==> src/rtl/stream_upsizer_if.sv <==
// Stream upsizer port bundle: narrow input beats on the s_* side, packed
// words on the m_* side. The slave modport is the upsizer's own view; the
// master modport is the view of whatever drives and consumes it.
// Optional packet signals (s_last, m_keep, m_last) exist only when
// STREAM_UPSIZER_LAST_EN is defined.
interface stream_upsizer_if #(
    parameter int DWIDTH = 32,
    parameter int RATIO  = 4
);
    logic                      s_valid;
    logic [DWIDTH-1:0]         s_data;
    logic                      s_ready;
    logic                      m_valid;
    logic [DWIDTH*RATIO-1:0]   m_data;
    logic                      m_ready;
`ifdef STREAM_UPSIZER_LAST_EN
    logic                      s_last;
    logic [RATIO-1:0]          m_keep;
    logic                      m_last;
`endif

    modport slave (
        input  s_valid, s_data, m_ready,
`ifdef STREAM_UPSIZER_LAST_EN
        input  s_last,
        output m_keep, m_last,
`endif
        output s_ready, m_valid, m_data
    );

    modport master (
        output s_valid, s_data, m_ready,
`ifdef STREAM_UPSIZER_LAST_EN
        output s_last,
        input  m_keep, m_last,
`endif
        input  s_ready, m_valid, m_data
    );
endinterface

==> src/rtl/stream_upsizer.sv <==
// stream_upsizer: packs RATIO input beats of DWIDTH bits into one output
// word, lane k at bits [k*DWIDTH +: DWIDTH]. Beats accumulate in RATIO-1
// holding lanes; the completing beat goes straight into the output register
// together with the held lanes, so the word appears one edge after it.
// Optional feature macro: STREAM_UPSIZER_LAST_EN adds s_last/m_keep/m_last,
// letting a packet end close a partial word (unused upper lanes zeroed).
module stream_upsizer #(
    parameter int DWIDTH = 32,
    parameter int RATIO  = 4
) (
    input  logic             clk,
    input  logic             rst,
    stream_upsizer_if.slave  up_if
);
    localparam int              CW      = (RATIO > 2) ? $clog2(RATIO) : 1;
    localparam int              OW      = DWIDTH * RATIO;
    localparam logic [CW-1:0]   CNT_MAX = CW'(RATIO - 1);

    logic [CW-1:0]  cnt_q, cnt_d;
    logic           m_valid_q, m_valid_d;
    logic [OW-1:0]  m_data_q, m_data_d;
    logic [OW-1:0]  word_next;
    logic           s_ready_w;
    logic           accept;
    logic           complete;
    logic           acc_we;
    logic           end_of_word;
`ifdef STREAM_UPSIZER_LAST_EN
    logic [RATIO-1:0] m_keep_q, m_keep_d, keep_next;
    logic             m_last_q, m_last_d;
`endif

    // Input may advance whenever the output register is empty or draining.
    assign s_ready_w = ~m_valid_q | up_if.m_ready;
    assign accept    = up_if.s_valid & s_ready_w;
`ifdef STREAM_UPSIZER_LAST_EN
    assign end_of_word = (cnt_q == CNT_MAX) | up_if.s_last;
`else
    assign end_of_word = (cnt_q == CNT_MAX);
`endif
    assign complete  = accept & end_of_word;
    assign acc_we    = accept & ~end_of_word;

    // Per-lane holding registers and the lane mux that builds the next word:
    // held data below cnt, the live beat at cnt, zeros above it.
    for (genvar gi = 0; gi < RATIO; gi++) begin : g_lane
        if (gi < RATIO - 1) begin : g_acc
            logic [DWIDTH-1:0] acc_q;

            // Holding lane: captures a non-completing beat aimed at this lane.
            always_ff @(posedge clk) begin
                if (acc_we && (cnt_q == CW'(gi))) begin
                    acc_q <= up_if.s_data;
                end
            end

            assign word_next[gi*DWIDTH +: DWIDTH] =
                (cnt_q >  CW'(gi)) ? acc_q :
                (cnt_q == CW'(gi)) ? up_if.s_data : '0;
        end else begin : g_top
            // The top lane is only ever filled directly by the completing beat.
            assign word_next[gi*DWIDTH +: DWIDTH] =
                (cnt_q == CNT_MAX) ? up_if.s_data : '0;
        end
`ifdef STREAM_UPSIZER_LAST_EN
        assign keep_next[gi] = (CW'(gi) <= cnt_q);
`endif
    end

    // Next-state: load the output word on completion, otherwise advance the
    // lane counter and drop m_valid once the pending word is taken.
    always_comb begin
        cnt_d     = cnt_q;
        m_valid_d = m_valid_q;
        m_data_d  = m_data_q;
`ifdef STREAM_UPSIZER_LAST_EN
        m_keep_d  = m_keep_q;
        m_last_d  = m_last_q;
`endif
        if (complete) begin
            cnt_d     = '0;
            m_valid_d = 1'b1;
            m_data_d  = word_next;
`ifdef STREAM_UPSIZER_LAST_EN
            m_keep_d  = keep_next;
            m_last_d  = up_if.s_last;
`endif
        end else begin
            if (accept) begin
                cnt_d = cnt_q + CW'(1);
            end
            if (m_valid_q && up_if.m_ready) begin
                m_valid_d = 1'b0;
            end
        end
    end

    // Control and output registers; reset drops any partial word.
    always_ff @(posedge clk or posedge rst) begin
        if (rst) begin
            cnt_q     <= '0;
            m_valid_q <= 1'b0;
            m_data_q  <= '0;
`ifdef STREAM_UPSIZER_LAST_EN
            m_keep_q  <= '0;
            m_last_q  <= 1'b0;
`endif
        end else begin
            cnt_q     <= cnt_d;
            m_valid_q <= m_valid_d;
            m_data_q  <= m_data_d;
`ifdef STREAM_UPSIZER_LAST_EN
            m_keep_q  <= m_keep_d;
            m_last_q  <= m_last_d;
`endif
        end
    end

    assign up_if.s_ready = s_ready_w;
    assign up_if.m_valid = m_valid_q;
    assign up_if.m_data  = m_data_q;
`ifdef STREAM_UPSIZER_LAST_EN
    assign up_if.m_keep  = m_keep_q;
    assign up_if.m_last  = m_last_q;
`endif
endmodule

==> src/flat_wrapper.sv <==
// flat-port wrapper written by rule: the top's interface ports become plain ports
module stream_upsizer_flat 
#(
    parameter int DWIDTH = 32,
    parameter int RATIO  = 4
)
  (clk, rst, up_if_s_valid, up_if_s_data, up_if_m_ready, up_if_s_ready, up_if_m_valid, up_if_m_data);
  stream_upsizer_if #(.DWIDTH(DWIDTH), .RATIO(RATIO)) up_if_i ();
  input  logic clk;
  input  logic rst;
  input wire logic [$bits(up_if_i.s_valid)-1:0] up_if_s_valid;
  input wire logic [$bits(up_if_i.s_data)-1:0] up_if_s_data;
  input wire logic [$bits(up_if_i.m_ready)-1:0] up_if_m_ready;
  output wire logic [$bits(up_if_i.s_ready)-1:0] up_if_s_ready;
  output wire logic [$bits(up_if_i.m_valid)-1:0] up_if_m_valid;
  output wire logic [$bits(up_if_i.m_data)-1:0] up_if_m_data;
  assign up_if_i.s_valid = up_if_s_valid;
  assign up_if_i.s_data = up_if_s_data;
  assign up_if_i.m_ready = up_if_m_ready;
  assign up_if_s_ready = up_if_i.s_ready;
  assign up_if_m_valid = up_if_i.m_valid;
  assign up_if_m_data = up_if_i.m_data;
  stream_upsizer #(.DWIDTH(DWIDTH), .RATIO(RATIO)) u_core (.clk(clk), .rst(rst), .up_if(up_if_i));
endmodule
==> config.mk <==
export PLATFORM = sky130hd
export DESIGN_NAME = stream_upsizer_flat
export DESIGN_NICKNAME = d
export VERILOG_FILES = /design/src/rtl/stream_upsizer_if.sv /design/src/rtl/stream_upsizer.sv /design/src/flat_wrapper.sv
export SDC_FILE = /design/constraint.sdc
export NUM_CORES = 1
export LEC_CHECK = 0
export BUFFER_PORTS_ARGS = -buffer_cell sky130_fd_sc_hd__buf_4
export CORE_UTILIZATION = 38
export CTS_CLUSTER_SIZE = 25
export DETAILED_ROUTE_END_ITERATION = 12
export PLACE_DENSITY = 0.65
export REMOVE_ABC_BUFFERS = 1
export SLEW_MARGIN = 20
export SYNTH_ARGS = -nofsm -noshare
export SYNTH_HDL_FRONTEND = slang
export SYNTH_SLANG_ARGS = --single-unit
==> constraint.sdc <==
create_clock -name clk -period 4.82 [get_ports clk]
set_input_delay 0.723 -clock clk [delete_from_list [all_inputs] [get_ports clk]]
set_output_delay 0.723 -clock clk [all_outputs]
set_load 0.01 [all_outputs]
* Yosys cells after proc, flatten, opt, wreduce, memory -nomap -nowiden *
Cells that the tools add are included.

storage, ports and cells
  register bits = 227
  output and inout port bits = 130

operators by class
  reduce and logical (&&, ||, !) cells = 7
  $lt $le $gt $ge = 3
  equal/unequal tests = 3
  add/sub/neg operators = 1
  multiplexer cells = 11
  bitwise logic cells = 6

operator list
  kind                                                            count
  two-way mux 32 bit                                              7
  equality test 2 bit (second input constant)                     2
  greater-than comparator 2 x 1 -> 1 bit (second input constant)  2
  logical AND 1 bit                                               4
  two-way mux 2 bit                                               2
  nonzero test 2 bit                                              2
  AND 1 bit                                                       3
  adder 2 x 1 -> 2 bit (second input constant)                    1
  equality test 2 x 1 -> 1 bit (second input constant)            1
  greater-than comparator 2 bit (second input constant)           1
  zero test 2 bit                                                 1
  two-way mux 1 bit                                               2
  NOT 1 bit                                                       2
  bitwise OR 1 bit                                                1

* Logic depth before layout (Yosys ltp) *
  depth in word-level cells = 5
  depth in mapped cells = 8

* Least setup slack after synthesis *
Ideal clock, no wire load.

  path kind = register -> register
  start point = reg u_core.cnt_q[0]
  end point = reg u_core.g_lane[2].g_acc.acc_q[0], enable pin
  library setup time = 468 ps
  arrival time = 3455 ps
  cell stages (with the launch flop) = 6
  path slack = 897 ps
  data required time = 4352 ps
  buffers on the path = 2
  cells stage by stage = dfrtp_1 inv_1 ha_1 buf_2 clkbuf_1 nor3b_1

on the way
  cells in the longest elaborated chain, start to end = 4
  elaborated cells on any way between the ends = 5

ends and longest elaborated chain
  what                    RTL line               source
  start, declared         stream_upsizer.sv:19   logic [CW-1:0] cnt_q, cnt_d;
  start signal, assigned  stream_upsizer.sv:109  cnt_q <= cnt_d;
  equality test 2 bit     stream_upsizer.sv:39   assign end_of_word = (cnt_q == CNT_MAX);
  NOT 1 bit               stream_upsizer.sv:42   assign acc_we = accept & ~end_of_word;
  AND 1 bit               stream_upsizer.sv:42
  logical AND 1 bit (*)   stream_upsizer.sv:52   if (acc_we && (cnt_q == CW'(gi))) begin
  end signal, assigned    stream_upsizer.sv:53   acc_q <= up_if.s_data;
  end, declared           stream_upsizer.sv:48   logic [DWIDTH-1:0] acc_q;

Every way passes the cells marked *; elsewhere a longest branch is shown, timed or not.
A chain may end at the register's enable or synchronous reset.

* Worst setup path in the final report *
  start point = reg u_core.cnt_q[1]
  end point = reg u_core.m_data_q[71], in the netlist u_core.up_if.m_data[71]

on the way
  cells in the longest elaborated chain, start to end = 3
  elaborated cells on any way between the ends = 6

ends and longest elaborated chain
  what                  RTL line               source
  equality test 2 bit   stream_upsizer.sv:59   (cnt_q == CW'(gi)) ? up_if.s_data : '0;
  two-way mux 32 bit    stream_upsizer.sv:59
  two-way mux 32 bit    stream_upsizer.sv:58   (cnt_q > CW'(gi)) ? acc_q :
  end signal, assigned  stream_upsizer.sv:111  m_data_q <= m_data_d;
  end, declared         stream_upsizer.sv:21   logic [OW-1:0] m_data_q, m_data_d;

Several ways; a longest one is shown, not always the timed one.

==> out/qor.csv <==
metric,value,unit
htree_num_levels,1,
synth_area_per_cell,15.9,µm²
vias,5271,
ctsResizeCount,0,
io_buffers,165,
required,5.20,ns
floorplan.initialDensity,38.7,%
rsz0062_at_grt,no,
worstSetupStartpointType,flip-flop,
clk_pin_slew_worst_paths,0.06,ns
worst_hold_slack,0.379,ns
gp_congestion,0.730,
p_leak,4.84,nW
drt-total-wl,19700,µm
finalSetupViolCount,0,
ir_drop,0.000359,V
utilization,48.2,%
core-area,0.0235,mm²
crit_path_max_fanout,70,
crit_arrival,3.02,ns
viasPerCell,4.93,
grt_pass1_vias,5499,
dr.pass1.iters,4,
ys_types,20,
cts_setup_buffers,0,
drc,0,
slew_headroom,26.8,%
ant_nets,0,
layout.nets,773,
synth-seq-area-share,67.9,%
fmax,379,MHz
hold_viol,0,
antenna_cells,0,
fin_tns_setup,0,ns
die_w,157,µm
place_hpwl,11400,µm
ioPinCount,166,
antenna_found_initial,0,
synthCells,571,
critPathKind,reg2reg,
ys_warn_count,0,
ctsHoldBuffers,0,
multi_input_comb_area,0.00267,mm²
grt_pass1_wl,30600,µm
crit_path_start,u_core.cnt_q[1]$_DFFE_PP0P_,
rr_startpoint,u_core.cnt_q[1]$_DFFE_PP0P_,
drt-wirelength-per-cell,18.4,µm
fillCellCount,2026,
status,finished clean,
synth_seq_cells,227,
tightest_slew,1.10,ns
min_period,2.64,ns
r2r_slack,2.18,ns
die_h,157,µm
seqCellArea,0.00616,mm²
clk_latency,0.51,ns
cts_tree,done,
clkSinkCount,227,
cap_violations,0,
power_density,682,mW/mm²
root_buffer,clkbuf_16,
grt_max_degree,96,
synthToLayoutAreaGrowth,24.6,%
drv_slew,0,
fin_crit_sh,54.8,%
grt_overflow_total,0,
syn_area,0.00908,mm²
end_kind,flip-flop,
std_cell_rows,56,
clock_skew,0.0148,ns
hold_path.class,in2async,
drt_iter0_markers,278,
dieArea,0.0245,mm²
grt_use_total,16.2,%
cts_buffers,24,
cts_max_path_buffers,3,
layout-drive-gt1-share,49.9,%
## final timing paths
| path | end | cells after the start |
|---|---|---|
| min in group clk | u_core.g_lane[1].g_acc.acc_q[31]$_DFFE_PP_ | 1 |
| max reg2reg | u_core.up_if.m_data[71]$_DFFE_PP0P_ | 4 |
| max in group asynchronous | u_core.up_if.m_data[43]$_DFFE_PP0P_ | 3 |
| min | u_core.up_if.m_data[124]$_DFFE_PP0P_ | 2 |
| min reg2reg | u_core.up_if.m_data[79]$_DFFE_PP0P_ | 1 |
| max | u_core.up_if.m_data[71]$_DFFE_PP0P_ | 4 |
## power breakdown
part	switching (mW)	internal (mW)	total, mW
Combinational	1.37	1.51	2.88
Sequential	0.346	2.74	3.09
Clock	0.719	1.03	1.75
Total	2.43	5.29	7.72
## per-stage QoR
step | cell area, µm² | std cells | total power [mW] | worst slack, ns
6_report | 11300 | 1069 | 7.72 | 2.18
4_1_cts | 11300 | 1069 | 7.85 | 2.13
3_5_place_dp | 10600 | 1025 | 6.07 | 2.10
2_1_floorplan | 8810 | 534 | 4.66 | 0.505
3_3_place_gp | 10600 | 1025 | 5.97 | 2.14
5_1_grt | 11300 | 1069 | 8.17 | 2.04
## cells in the final DEF, fill, tap and decap left out, types with 4 or more instances in the layout
| cell type | instances |
|---|---|
| clkbuf_1 | 8 |
| clkbuf_16 | 25 |
| clkinv_2 | 5 |
| ha_2 | 4 |
| nand2_1 | 66 |
| a22o_1 | 32 |
| dfrtp_1 | 131 |
| buf_4 | 170 |
| edfxtp_1 | 96 |
| mux2_2 | 158 |
| o21ai_0 | 32 |
## final cells by class
class,instances,area share [%]
Clock inverter,9,0.586
Inverter,3,0.144
Multi-Input combinational cell,304,23.6
Timing Repair Buffer,172,11.6
Clock buffer,35,6.04
Tap cell,319,3.53
Sequential cell,227,54.4
## registers in the layout, summed over array words and instances (netlist names)
name / flops
u_core.up_if.m_valid: 1
u_core.cnt_q: 2
u_core.up_if.m_data: 128
u_core.g_lane.g_acc.acc_q: 96
## cells by family (layout without fill, tap and decap cells)
kind of cell	Yosys count	count (layout)	synth area share, %
AOI/OAI and AO/OA	65	65	4.93
adders and majority gates	5	5	0.689
muxes	161	161	20.0
DFF	227	227	67.9
and+or+nand+nor	73	73	3.42
buffers and inverters	40	219	3.14
## worst max-delay path: stages (launching register included)
cell and delay [ns]:
dfrtp_1 0.46, ha_1 0.37, nand3_4 0.75, buf_12 0.52, mux2_1 0.36
## per-layer routing
metal	global-route usage [%]	vias up	part of all wire, %
met5	0	-	0
met4	3.97	0	1.5
met3	2.24	29	4.3
met2	28.5	138	51
met1	21.0	2709	43
li1	-	2395	-
## cells in the mapped netlist, drive strengths merged
cell | instances | area (µm²)
and4b | 1 | 10.0
nor3b | 3 | 22.5
inv | 3 | 11.3
buf | 27 | 236
ha | 5 | 62.6
nand2b | 1 | 13.8
dfrtp | 131 | 3280
nand3 | 1 | 10.0
a22o | 32 | 280
o21ai | 32 | 160
nor2b | 1 | 6.26
edfxtp | 96 | 2880
nand2 | 66 | 248
clkbuf | 10 | 37.5
a21o | 1 | 7.51
mux2 | 161 | 1810
Note: power is estimated with default switching activity, not from simulation.
